[src/rtl/dsp_pkg.sv]
// Shared DSP library definitions: coefficient-loader state encoding and frame sizing.
// Holds no logic; it is imported by the loader and any block that needs the frame length.
package dsp_pkg;

  typedef enum logic [0:0] {
    LOAD = 1'b0,
    PEND = 1'b1
  } load_state_e;

  // A direct form I frame carries b0..bN followed by -a1..-aN.
  function automatic int frame_len(input int order);
    return 2 * order + 1;
  endfunction

endpackage

[src/rtl/iir_coeff_loader.sv]
// Streams a 2N+1 word coefficient frame into a shadow bank and commits it atomically on swap_en.
// Commit is visible one edge after swap_en is sampled in PEND; s_ready drops from last word until commit.
module iir_coeff_loader
  import dsp_pkg::*;
#(
  parameter int N           = 2,
  parameter int COEFF_WIDTH = 16
) (
  input  logic                       clk,
  input  logic                       rst_n,
  input  logic [COEFF_WIDTH-1:0]     s_data,
  input  logic                       s_valid,
  input  logic                       s_last,
  output logic                       s_ready,
  input  logic                       swap_en,
  input  logic                       abort,
  output logic [COEFF_WIDTH*(N+1)-1:0] packed_b_coeffs,
  output logic [COEFF_WIDTH*N-1:0]   packed_a_coeffs,
  output logic                       coeffs_valid,
  output logic                       updated,
  output logic                       frame_err
);

  localparam int M     = frame_len(N);
  localparam int IDX_W = (M > 1) ? $clog2(M) : 1;
  localparam logic [IDX_W-1:0] IDX_LAST = IDX_W'(M - 1);

  load_state_e              state_q, state_d;
  logic [IDX_W-1:0]         idx_q, idx_d;
  logic [COEFF_WIDTH-1:0]   shadow_q [M];
  logic [COEFF_WIDTH-1:0]   active_q [M];
  logic                     accept;
  logic                     commit;
  logic                     err_d;

  // Ready depends only on registered state, abort and reset; never on s_valid.
  assign s_ready = rst_n && !abort && (state_q == LOAD);
  assign accept  = s_valid && s_ready;

  always_comb begin
    state_d = state_q;
    idx_d   = idx_q;
    err_d   = 1'b0;
    commit  = 1'b0;
    if (abort) begin
      state_d = LOAD;
      idx_d   = '0;
    end else begin
      case (state_q)
        LOAD: begin
          if (accept) begin
            if (s_last && idx_q == IDX_LAST) begin
              state_d = PEND;
              idx_d   = '0;
            end else if (s_last || idx_q == IDX_LAST) begin
              err_d = 1'b1;
              idx_d = '0;
            end else begin
              idx_d = idx_q + 1'b1;
            end
          end
        end
        PEND: begin
          if (swap_en) begin
            commit  = 1'b1;
            state_d = LOAD;
          end
        end
        default: begin
          state_d = LOAD;
          idx_d   = '0;
        end
      endcase
    end
  end

  always_ff @(posedge clk or negedge rst_n) begin
    if (!rst_n) begin
      state_q      <= LOAD;
      idx_q        <= '0;
      coeffs_valid <= 1'b0;
      updated      <= 1'b0;
      frame_err    <= 1'b0;
    end else begin
      state_q      <= state_d;
      idx_q        <= idx_d;
      coeffs_valid <= coeffs_valid | commit;
      updated      <= commit;
      frame_err    <= err_d;
    end
  end

  // Shadow slots are written by index compare so idx never addresses past M-1.
  always_ff @(posedge clk or negedge rst_n) begin
    if (!rst_n) begin
      for (int i = 0; i < M; i++) begin
        shadow_q[i] <= '0;
        active_q[i] <= '0;
      end
    end else begin
      for (int i = 0; i < M; i++) begin
        if (accept && idx_q == IDX_W'(i)) shadow_q[i] <= s_data;
        if (commit) active_q[i] <= shadow_q[i];
      end
    end
  end

  genvar k;
  generate
    for (k = 0; k <= N; k++) begin : g_pack_b
      assign packed_b_coeffs[COEFF_WIDTH*k +: COEFF_WIDTH] = active_q[k];
    end
    for (k = 1; k <= N; k++) begin : g_pack_a
      assign packed_a_coeffs[COEFF_WIDTH*(k-1) +: COEFF_WIDTH] = active_q[N+k];
    end
  endgenerate

endmodule

[config.mk]
export PLATFORM = sky130hd
export DESIGN_NAME = iir_coeff_loader
export DESIGN_NICKNAME = d
export VERILOG_FILES = /design/src/rtl/dsp_pkg.sv /design/src/rtl/iir_coeff_loader.sv
export SDC_FILE = /design/constraint.sdc
export NUM_CORES = 1
export LEC_CHECK = 0
export BUFFER_PORTS_ARGS = -buffer_cell sky130_fd_sc_hd__buf_4
export CAP_MARGIN = 20
export CELL_PAD_IN_SITES_DETAIL_PLACEMENT = 0
export CELL_PAD_IN_SITES_GLOBAL_PLACEMENT = 2
export CORE_AREA = 2 2 127 129
export CTS_BUF_LIST = sky130_fd_sc_hd__clkbuf_2 sky130_fd_sc_hd__clkbuf_4 sky130_fd_sc_hd__clkbuf_8
export CTS_CLUSTER_SIZE = 10
export DETAILED_ROUTE_END_ITERATION = 8
export DIE_AREA = 0 0 129 131
export GPL_TIMING_DRIVEN = 1
export PLACE_DENSITY_LB_ADDON = 0.1
export SYNTH_ARGS = -nofsm -noshare
export SYNTH_HDL_FRONTEND = slang
export SYNTH_SLANG_ARGS = --single-unit
[constraint.sdc]
create_clock -name clk -period 2.27 [get_ports clk]
set_input_delay 0.454 -clock clk [delete_from_list [all_inputs] [get_ports clk]]
set_output_delay 0.454 -clock clk [all_outputs]
set_load 0.05 [all_outputs]
==> flow_metrics.env, run 1 <==
export IMPL_max_slew_worst_pin_slew_ps=1010
export IMPL_dieArea_um2=16900
export IMPL_p_per_area_nw_per_um2=696
export IMPL_timing_final_max_slew_violations=0
export IMPL_ys_ff_latch=167
export IMPL_power_frac_clock_pct=35.2
export IMPL_crit_arrival_ps=2130
export IMPL_post_place_cells=689
export IMPL_worstSetupStartpointType="register"
export IMPL_synthFlopType="dfrtp_1"
export IMPL_criticalPathCategory="reg -> reg"
export IMPL_insertion_delay_ps=440
export IMPL_net_switching_power_w=0.00119
export IMPL_yosys_warnings=0
export IMPL_rows=46
export IMPL_cts_root_buf="clkbuf_8"
export IMPL_gp_congestion=0.694
export IMPL_switching_share_pct=22.0
export IMPL_p_int_w=0.00422
export IMPL_cts_hold_repair_buffers=0
export IMPL_diodes=0
export IMPL_finalWorstPathRequiredPeriod_ps=1800
export IMPL_final_setup_tns_ps=0
export IMPL_num_vias=3464
export IMPL_initial_core_util_pct=41.0
export IMPL_cp_end_kind="register"
export IMPL_grt_start_max_net_pins=168
export IMPL_cts_sinks=167
export IMPL_grt_pass1_vias=3564
export IMPL_worstPathRequired_ps=2600
export IMPL_antenna_found_initial=0
export IMPL_grt_use_total_pct=16.0
export IMPL_grt_first_pass_wirelength_um=19900
export IMPL_wl_um=12500
export IMPL_fin_cells=718
export IMPL_cts_tree="done"
export IMPL_die_h_um=131
export IMPL_yosysMostFrequentCell="dfrtp_1"
export IMPL_synth_area_um2=6400
export IMPL_drc=0
export IMPL_layout_drive_gt1_share_pct=60.6
export IMPL_max_slew_margin_pct=32.9
export IMPL_hpwlAfterDp_um=7930
export IMPL_fmaxAchievable_ghz=0.556
export IMPL_synth_top_area_cell="dfrtp_1"
export IMPL_finalClockSkew_ps=7.35
export IMPL_drv_cap=0
export IMPL_rsz0062_at_grt="no"
export IMPL_cts_buffer_depth=2
export IMPL_setup_violations=0
export IMPL_cts_buffers=17
export IMPL_crit_fanout=16
export IMPL_boundaryPins=106
export IMPL_fin_area_um2=7790
export IMPL_synth_edf_count=0
export IMPL_netlist_top_cells_count="dfrtp_1 (167), mux2_2 (149), buf_2 (12), mux2_4 (10), ha_1 (7)"
export IMPL_yosysSeqAreaShare_pct=65.3
export IMPL_htreeDepth=4
export IMPL_p_leak_nw=4.15
export IMPL_async_flop_share_pct=100
export IMPL_cts_setup_buffers=0
export IMPL_clkTransAtPathRegs_ps=80
export IMPL_yosysTopAreaCellShare_pct=65.3
export IMPL_synth_cell_types=22
export IMPL_routedWlPerCell_um=17.4
export IMPL_postRouteAntennaNets=0
export IMPL_drt_iter0_drc=143
export IMPL_placed_cell_area_um2=7440
export IMPL_viasPerCell=4.82
export IMPL_drtPass1Iterations=4
export IMPL_netlist_instances=378
export IMPL_syn_area_per_cell_um2=16.9
export IMPL_peakVddDrop_mv=0.289
export IMPL_grt_remaining_overflow=0
export IMPL_coreArea_um2=15600
export IMPL_cts_resized=0
export IMPL_numPortBuffers=105
export IMPL_area_delta_synth_final_pct=21.7
export IMPL_power_share_combinational_pct=5.7
export IMPL_fin_nets=521
export IMPL_die_x_um=129
export IMPL_period_share_pct=79.3
export IMPL_finalHoldViolCount=0
export IMPL_hold_worst_slack_ps=105
export IMPL_p_seq_share_pct=59.1
export IMPL_hold_class="in -> async"
export IMPL_yosys_top_cells_area="dfrtp_1 (65%), mux2_2 (26%), mux2_4 (2.3%)"
export IMPL_synth_fp_nets=407
export IMPL_status="completed"
[flip-flops by register name (all words and copies together), names as in the netlist]
name             cells
coeffs_valid         1
idx_q                3
packed_a_coeffs     32
shadow_q            80
updated              1
frame_err            1
state_q              1
packed_b_coeffs     48
[cell usage in the layout (no fill, tap or decap), drive strengths merged]
master / synthesis / routed
o31ai: 2 / 2
nor2: 1 / 1
nand3: 5 / 5
and2: 2 / 2
clkbuf: 0 / 26
nor3b: 1 / 1
dfrtp: 167 / 167
nor2b: 2 / 2
ha: 7 / 7
and4bb: 1 / 1
buf: 16 / 111
mux2: 160 / 160
clkinv: 0 / 2
nand2b: 2 / 2
inv: 6 / 6
clkinvlp: 0 / 1
nand2: 2 / 2
a21oi: 2 / 2
nand3b: 2 / 2
[cell families after synthesis]
family / count (synthesis) / share of synthesized area [%]
buffers and inverters: 22 / 1.99
adders and majority gates: 7 / 1.37
muxes: 160 / 28.7
AOI/OAI and AO/OA: 4 / 0.391
and+or+nand+nor: 18 / 2.23
DFF: 167 / 65.3
[per-stage QoR]
stage               power [W]  setup slack (ps)  utilization [%]
finish                0.00542               470             50.0
global route          0.00569               325             50.0
CTS                   0.00551               437             50.0
detailed placement    0.00358               298             47.7
global placement      0.00356               342             47.7
floorplan             0.00341               204                -
[layout make-up]
| class | count | area [um^2] |
|---|---|---|
| Inverter | 6 | 22.5 |
| Clock inverter | 3 | 17.5 |
| Fill cell | 1335 | 7810 |
| Sequential cell | 167 | 4180 |
| Multi-Input combinational cell | 189 | 2090 |
| Clock buffer | 26 | 333 |
| Tap cell | 216 | 270 |
| Timing Repair Buffer | 111 | 875 |
[power by group through the flow]
stage	Sequential, W	Combinational [W]	Clock [W]
after global routing	0.00322	0.000344	0.00212
after CTS	0.00320	0.000320	0.00199
after global placement	0.00326	0.000307	0
after detailed placement	0.00326	0.000319	0
final	0.00320	0.000309	0.00191
after floorplan	0.00324	0.000173	0
[worst max-delay path, stage by stage, from the launching register on]
cell and delay (ps):
dfrtp_1 410, and4bb_4 490, and2_1 160, buf_4 250, mux2_2 360
[metal layers]
metal / up-vias / part of all wire [%] / global-route usage, %
li1: 1550 / - / -
met1: 1823 / 46 / 21.5
met2: 76 / 46 / 23.8
met3: 15 / 5.5 / 5.54
met4: 0 / 1.7 / 6.71
met5: - / 0 / 0
[final timing paths]
check	from	endpoint	slack [ps]	depth (start not counted)
max in group asynchronous	rst_n	packed_a_coeffs[13]	1340	2
setup reg to reg	state_q	shadow_q[14]	470	4
setup / recovery	state_q	shadow_q[14]	470	4
min in group clk	abort	state_q	210	2
hold / removal	rst_n	state_q	110	2
hold reg to reg	coeffs_valid	coeffs_valid	470	1
Power figures use the tool's default switching activity.
==> inputs of run 2 (changes only) <==
==> constraint.sdc (replaced) <==
create_clock -name clk -period 1.8 [get_ports clk]
set_input_delay 0.36 -clock clk [delete_from_list [all_inputs] [get_ports clk]]
set_output_delay 0.36 -clock clk [all_outputs]
set_load 0.05 [all_outputs]
==> run 2 against run 1 <==
Against the previous run: final cell count up 0.97%; global-route usage grew 0.14 points; critical path type unchanged; clock power is 49% higher; via count down 1.0%; power rose by 34%; wire length rose by 0.30%; sequential cell count did not move; utilization up 0.94 points; clock skew barely moved; register-to-register slack got worse by 370 ps; first-iteration DRC count increased by 2.1%.
==> flow_metrics.env, run 2 (same netlist as run 1, synthesis figures left out) <==
export IMPL_layout_common_cells="dfrtp_1 (167), mux2_2 (149), buf_4 (110), clkbuf_8 (21), mux2_4 (10)"
export IMPL_drtPass1Iterations=3
export IMPL_criticalPathCategory="reg -> reg"
export IMPL_max_slew_worst_pin_slew_ps=906
export IMPL_cp_top_family="simple AND/OR/NAND/NOR gates"
export IMPL_setup_ws_ps=95.5
export IMPL_num_vias=3429
export IMPL_insertion_delay_ps=440
export IMPL_max_slew_margin_pct=39.6
export IMPL_timing_final_max_slew_violations=0
export IMPL_rsz0062_at_grt="no"
export IMPL_crit_arrival_ps=2030
export IMPL_layout_drive_gt1_share_pct=61.5
export IMPL_postRouteAntennaNets=0
export IMPL_worstSetupStartpointType="register"
export IMPL_max_stage_delay_ps=450
export IMPL_initial_core_util_pct=41.0
export IMPL_p_leak_nw=4.22
export IMPL_peakVddDrop_mv=0.405
export IMPL_crit_chain="and4bb_4 > and2_1 > buf_12 > mux2_2"
export IMPL_die_x_um=129
export IMPL_period_share_pct=94.7
export IMPL_worstPathRequired_ps=2130
export IMPL_coreArea_um2=15600
export IMPL_fillers=1359
export IMPL_finalWorstPathRequiredPeriod_ps=1700
export IMPL_viasPerCell=4.73
export IMPL_post_place_ws_ps=90.3
export IMPL_top_layer_used="met4"
export IMPL_fin_cells=725
export IMPL_largest_reg_flops=80
export IMPL_final_setup_tns_ps=0
export IMPL_grt_first_pass_wirelength_um=20400
export IMPL_met3WireLength_um=684
export IMPL_crit_fanout=16
export IMPL_fin_nets=526
export IMPL_area_delta_synth_final_pct=24.0
export IMPL_m1WireLength_um=5590
export IMPL_hpwlAfterDp_um=8240
export IMPL_die_h_um=131
export IMPL_diodes=0
export IMPL_numPortBuffers=105
export IMPL_clkTransAtPathRegs_ps=80
export IMPL_p_per_area_nw_per_um2=915
export IMPL_grt_pass1_vias=3733
export IMPL_path_buf_inv=1
export IMPL_finalHoldViolCount=0
export IMPL_cts_buffer_depth=2
export IMPL_drc=0
export IMPL_finalClockSkew_ps=7.84
export IMPL_mostFrequentLayoutCell="dfrtp_1"
export IMPL_htreeDepth=4
export IMPL_regMostFlops="shadow_q"
export IMPL_cts_root_buf="clkbuf_8"
export IMPL_crit_slowest_cell="and4bb_4"
export IMPL_cts_sinks=167
export IMPL_antenna_found_initial=0
export IMPL_hold_class="in -> async"
export IMPL_post_place_cells=694
export IMPL_placed_cell_area_um2=7510
export IMPL_status="completed"
export IMPL_dieArea_um2=16900
export IMPL_wl_um=12500
export IMPL_rows=46
export IMPL_grt_use_total_pct=16.1
export IMPL_cp_end_kind="register"
export IMPL_power_total_w=0.00727
export IMPL_grt_remaining_overflow=0
export IMPL_cts_tree="done"
export IMPL_boundaryPins=106
export IMPL_fmaxAchievable_ghz=0.587
export IMPL_setup_violations=0
export IMPL_gp_congestion=0.724
export IMPL_grt_start_max_net_pins=168
export IMPL_cts_setup_buffers=0
export IMPL_fin_area_um2=7940
export IMPL_cts_hold_repair_buffers=0
export IMPL_wl_met2_um=6070
export IMPL_cts_buffers=17
export IMPL_drv_cap=0
export IMPL_routedWlPerCell_um=17.3
export IMPL_drt_iter0_drc=146
[run 2: changes by cell type in the layout (fill, tap and decap cells not counted)]
cell / change
buf_4: +3
bufinv_16: +3
buf_12: +2
clkinvlp_4: +2
clkbuf_4: -1
clkbuf_8: -1
clkinv_2: -1
inv_1: -1
inv_2: +1
nor3b_1: -1
nor3b_2: +1
[run 2: final timing paths]
check,endpoint,slack [ps],cells past startpoint,from
setup / recovery,shadow_q[9],100,4,state_q
hold / removal,state_q,30,2,rst_n
min in group clk,shadow_q[60],190,2,s_data[12]
setup reg to reg,shadow_q[9],100,4,state_q
max in group asynchronous,packed_a_coeffs[17],1070,2,rst_n
hold reg to reg,coeffs_valid,470,1,coeffs_valid
[run 2: final cells by class]
type	instances	area, um^2	share of cell area (%)
clock inverters	7	118	1.48
flip-flops and latches	167	4180	52.6
clock buffers	24	312	3.92
repair buffers	116	937	11.8
inverters	6	22.5	0.284
multi-input cells	189	2100	26.5
well taps	216	270	3.40
[run 2: through the flow]
stage                     util [%]  hold slack (ps)
after floorplan                  -             64.4
after global placement        48.1              452
after detailed placement      48.1              454
after CTS                     50.9              113
after global routing          50.9             79.0
final                         50.9             31.9
[run 2: timing repair]
item | 4_1_cts | 5_1_grt
endpoints found under the setup margin | 0 | 15
resized for setup | 0 | 1
endpoints found under the hold margin | 0 | 0
[run 2: where the power goes]
group,internal (W),switching [W]
clock network,0.00156,0.00128
registers,0.00395,0.0000923
logic,0.000211,0.000182
total,0.00572,0.00155
[run 2: layer usage]
metal | global-route usage (%) | up-vias
li1 | - | 1565
met5 | 0 | -
met2 | 25.7 | 70
met1 | 20.3 | 1777
met4 | 6.33 | 0
met3 | 5.58 | 17
==> inputs of run 3 (changes only) <==
--- a/config.mk
+++ b/config.mk
@@ -15,7 +15,7 @@
 export DETAILED_ROUTE_END_ITERATION = 8
 export DIE_AREA = 0 0 129 131
 export GPL_TIMING_DRIVEN = 1
-export PLACE_DENSITY_LB_ADDON = 0.1
+export PLACE_DENSITY = 0.82
 export SYNTH_ARGS = -nofsm -noshare
 export SYNTH_HDL_FRONTEND = slang
 export SYNTH_SLANG_ARGS = --single-unit
==> constraint.sdc (replaced) <==
create_clock -name clk -period 1.8 [get_ports clk]
set_input_delay 0.27 -clock clk [delete_from_list [all_inputs] [get_ports clk]]
set_output_delay 0.27 -clock clk [all_outputs]
set_load 0.05 [all_outputs]
==> run 3 against run 2 <==
Against the previous run: the run now ends with hold timing left; utilization down 0.19 points; via count up 0.47%; count of clock-buffer cells in the layout fell by 2; sequential share of layout area up 0.20 points; maximum frequency about the same; non-clock buffer count increased by 1; combinational power about the same; clock skew decreased by 0.54 ps; wire length decreased by 1.2%; first-iteration DRC count down 5.5%.
==> flow_metrics.env, run 3 (same netlist as run 1, synthesis figures left out) <==
export IMPL_status="complete, but fails checks"
export IMPL_violations="hold timing"
export IMPL_cts_tree="done"
export IMPL_final_setup_tns_ps=0
export IMPL_rsz0062_at_grt="no"
export IMPL_grt_remaining_overflow=0
export IMPL_drv_cap=0
export IMPL_layout_drive_gt1_share_pct=61.4
export IMPL_cp_top_family="buffers and inverters"
export IMPL_area_delta_synth_final_pct=23.5
export IMPL_cts_root_buf="clkbuf_8"
export IMPL_cts_buffer_depth=2
export IMPL_die_x_um=129
export IMPL_crit_slowest_cell="dlygate4sd3_1"
export IMPL_crit_fanout=16
export IMPL_fin_cells=727
export IMPL_ff2ff_setup_slack_ps=150
export IMPL_diodes=0
export IMPL_finalWorstPathRequiredPeriod_ps=1700
export IMPL_hold_class="in -> async"
export IMPL_gp_congestion=0.685
export IMPL_p_leak_nw=4.22
export IMPL_finalHoldViolCount=16
export IMPL_mostFrequentLayoutCell="dfrtp_1"
export IMPL_routedWlPerCell_um=17.0
export IMPL_timing_final_max_slew_violations=0
export IMPL_grt_first_pass_wirelength_um=19900
export IMPL_num_vias=3445
export IMPL_p_per_area_nw_per_um2=891
export IMPL_max_slew_margin_pct=40.8
export IMPL_grt_start_max_net_pins=168
export IMPL_dieArea_um2=16900
export IMPL_grt_use_total_pct=15.9
export IMPL_max_slew_worst_pin_slew_ps=888
export IMPL_cp_end_kind="register"
export IMPL_drt_iter0_drc=138
export IMPL_largest_reg_flops=80
export IMPL_clkTransAtPathRegs_ps=80
export IMPL_crit_path_frequent_cell="buf_4"
export IMPL_htreeDepth=4
export IMPL_drtPass1Iterations=4
export IMPL_post_place_cells=694
export IMPL_placed_cell_area_um2=7510
export IMPL_fmaxAchievable_ghz=0.587
export IMPL_postRouteAntennaNets=0
export IMPL_worstPathRequired_ps=2130
export IMPL_finalClockSkew_ps=7.30
export IMPL_insertion_delay_ps=450
export IMPL_grt_pass1_vias=3661
export IMPL_peakVddDrop_mv=0.362
export IMPL_worstSetupStartpointType="input pin"
export IMPL_viasPerCell=4.74
export IMPL_boundaryPins=106
export IMPL_wl_um=12400
export IMPL_fin_nets=527
export IMPL_path_buf_inv=3
export IMPL_hold_worst_slack_ps=-32.0
export IMPL_reg2regPathDepth=7
export IMPL_regMostFlops="shadow_q"
export IMPL_crit_arrival_ps=2040
export IMPL_crit_chain="dlygate4sd3_1 > buf_4 > and4bb_4 > buf_4 > nand2_4 > mux2_2"
export IMPL_criticalPathCategory="in -> reg"
export IMPL_fin_area_um2=7910
export IMPL_initial_core_util_pct=41.0
export IMPL_fillers=1331
export IMPL_coreArea_um2=15600
export IMPL_die_h_um=131
export IMPL_cts_setup_buffers=0
export IMPL_layout_common_cells="dfrtp_1 (167), mux2_2 (149), buf_4 (110), clkbuf_8 (19), mux2_4 (10)"
export IMPL_numPortBuffers=105
export IMPL_hpwlAfterDp_um=8270
export IMPL_max_stage_delay_ps=530
export IMPL_antenna_found_initial=0
export IMPL_cts_sinks=167
export IMPL_setup_violations=0
export IMPL_crit_cells=6
export IMPL_rows=46
export IMPL_drc=0
export IMPL_period_share_pct=94.7
export IMPL_cts_buffers=17
run 3: stage by stage:
| step | hold slack [ps] | power (W) | setup slack [ps] | util [%] |
|---|---|---|---|---|
| 6_report | -32.0 | 0.00704 | 96.0 | 50.7 |
| 5_1_grt | 15.2 | 0.00737 | 32.7 | 50.7 |
| 4_1_cts | 29.8 | 0.00716 | 75.5 | 50.7 |
| 3_5_place_dp | 466 | 0.00453 | 81.0 | 48.1 |
| 3_3_place_gp | 452 | 0.00449 | 131 | 48.1 |
| 2_1_floorplan | -25.6 | 0.00430 | 153 | - |
run 3: final cells by class:
type | instances | area (um^2) | area share (%)
sequential | 167 | 4180 | 52.8
multi-input combinational | 189 | 2100 | 26.6
timing repair buffer | 117 | 947 | 12.0
clock buffer | 22 | 284 | 3.59
tap | 216 | 270 | 3.42
clock inverter | 10 | 103 | 1.30
inverter | 6 | 22.5 | 0.285
run 3: path summary, 6_finish.rpt:
path,start,end
setup / recovery,abort,shadow_q[26]
hold / removal,rst_n,shadow_q[22]
setup reg to reg,idx_q[0],shadow_q[13]
hold reg to reg,coeffs_valid,coeffs_valid
max in group asynchronous,rst_n,packed_b_coeffs[39]
min in group clk,s_data[15],shadow_q[47]
run 3: power by group:
group | switching (W) | total [W] | internal [W] | leakage [nW]
sequential | 0.0000983 | 0.00405 | 0.00395 | 2.28
combinational | 0.000182 | 0.000392 | 0.000210 | 1.73
clock | 0.00127 | 0.00261 | 0.00133 | 0.206
run 3: routing by layer:
metal,track usage (%),vias to the layer above,routed length [um]
met5,0,-,0
met4,6.33,0,138
met3,4.60,10,619
met2,23.3,84,5540
met1,22.5,1783,6100
li1,-,1568,-
run 3: repair_timing:
item                       CTS  global route
setup endpoints to repair    0            16
gates resized for setup      0             1
hold buffers                 1             0
hold endpoints to repair     2             0
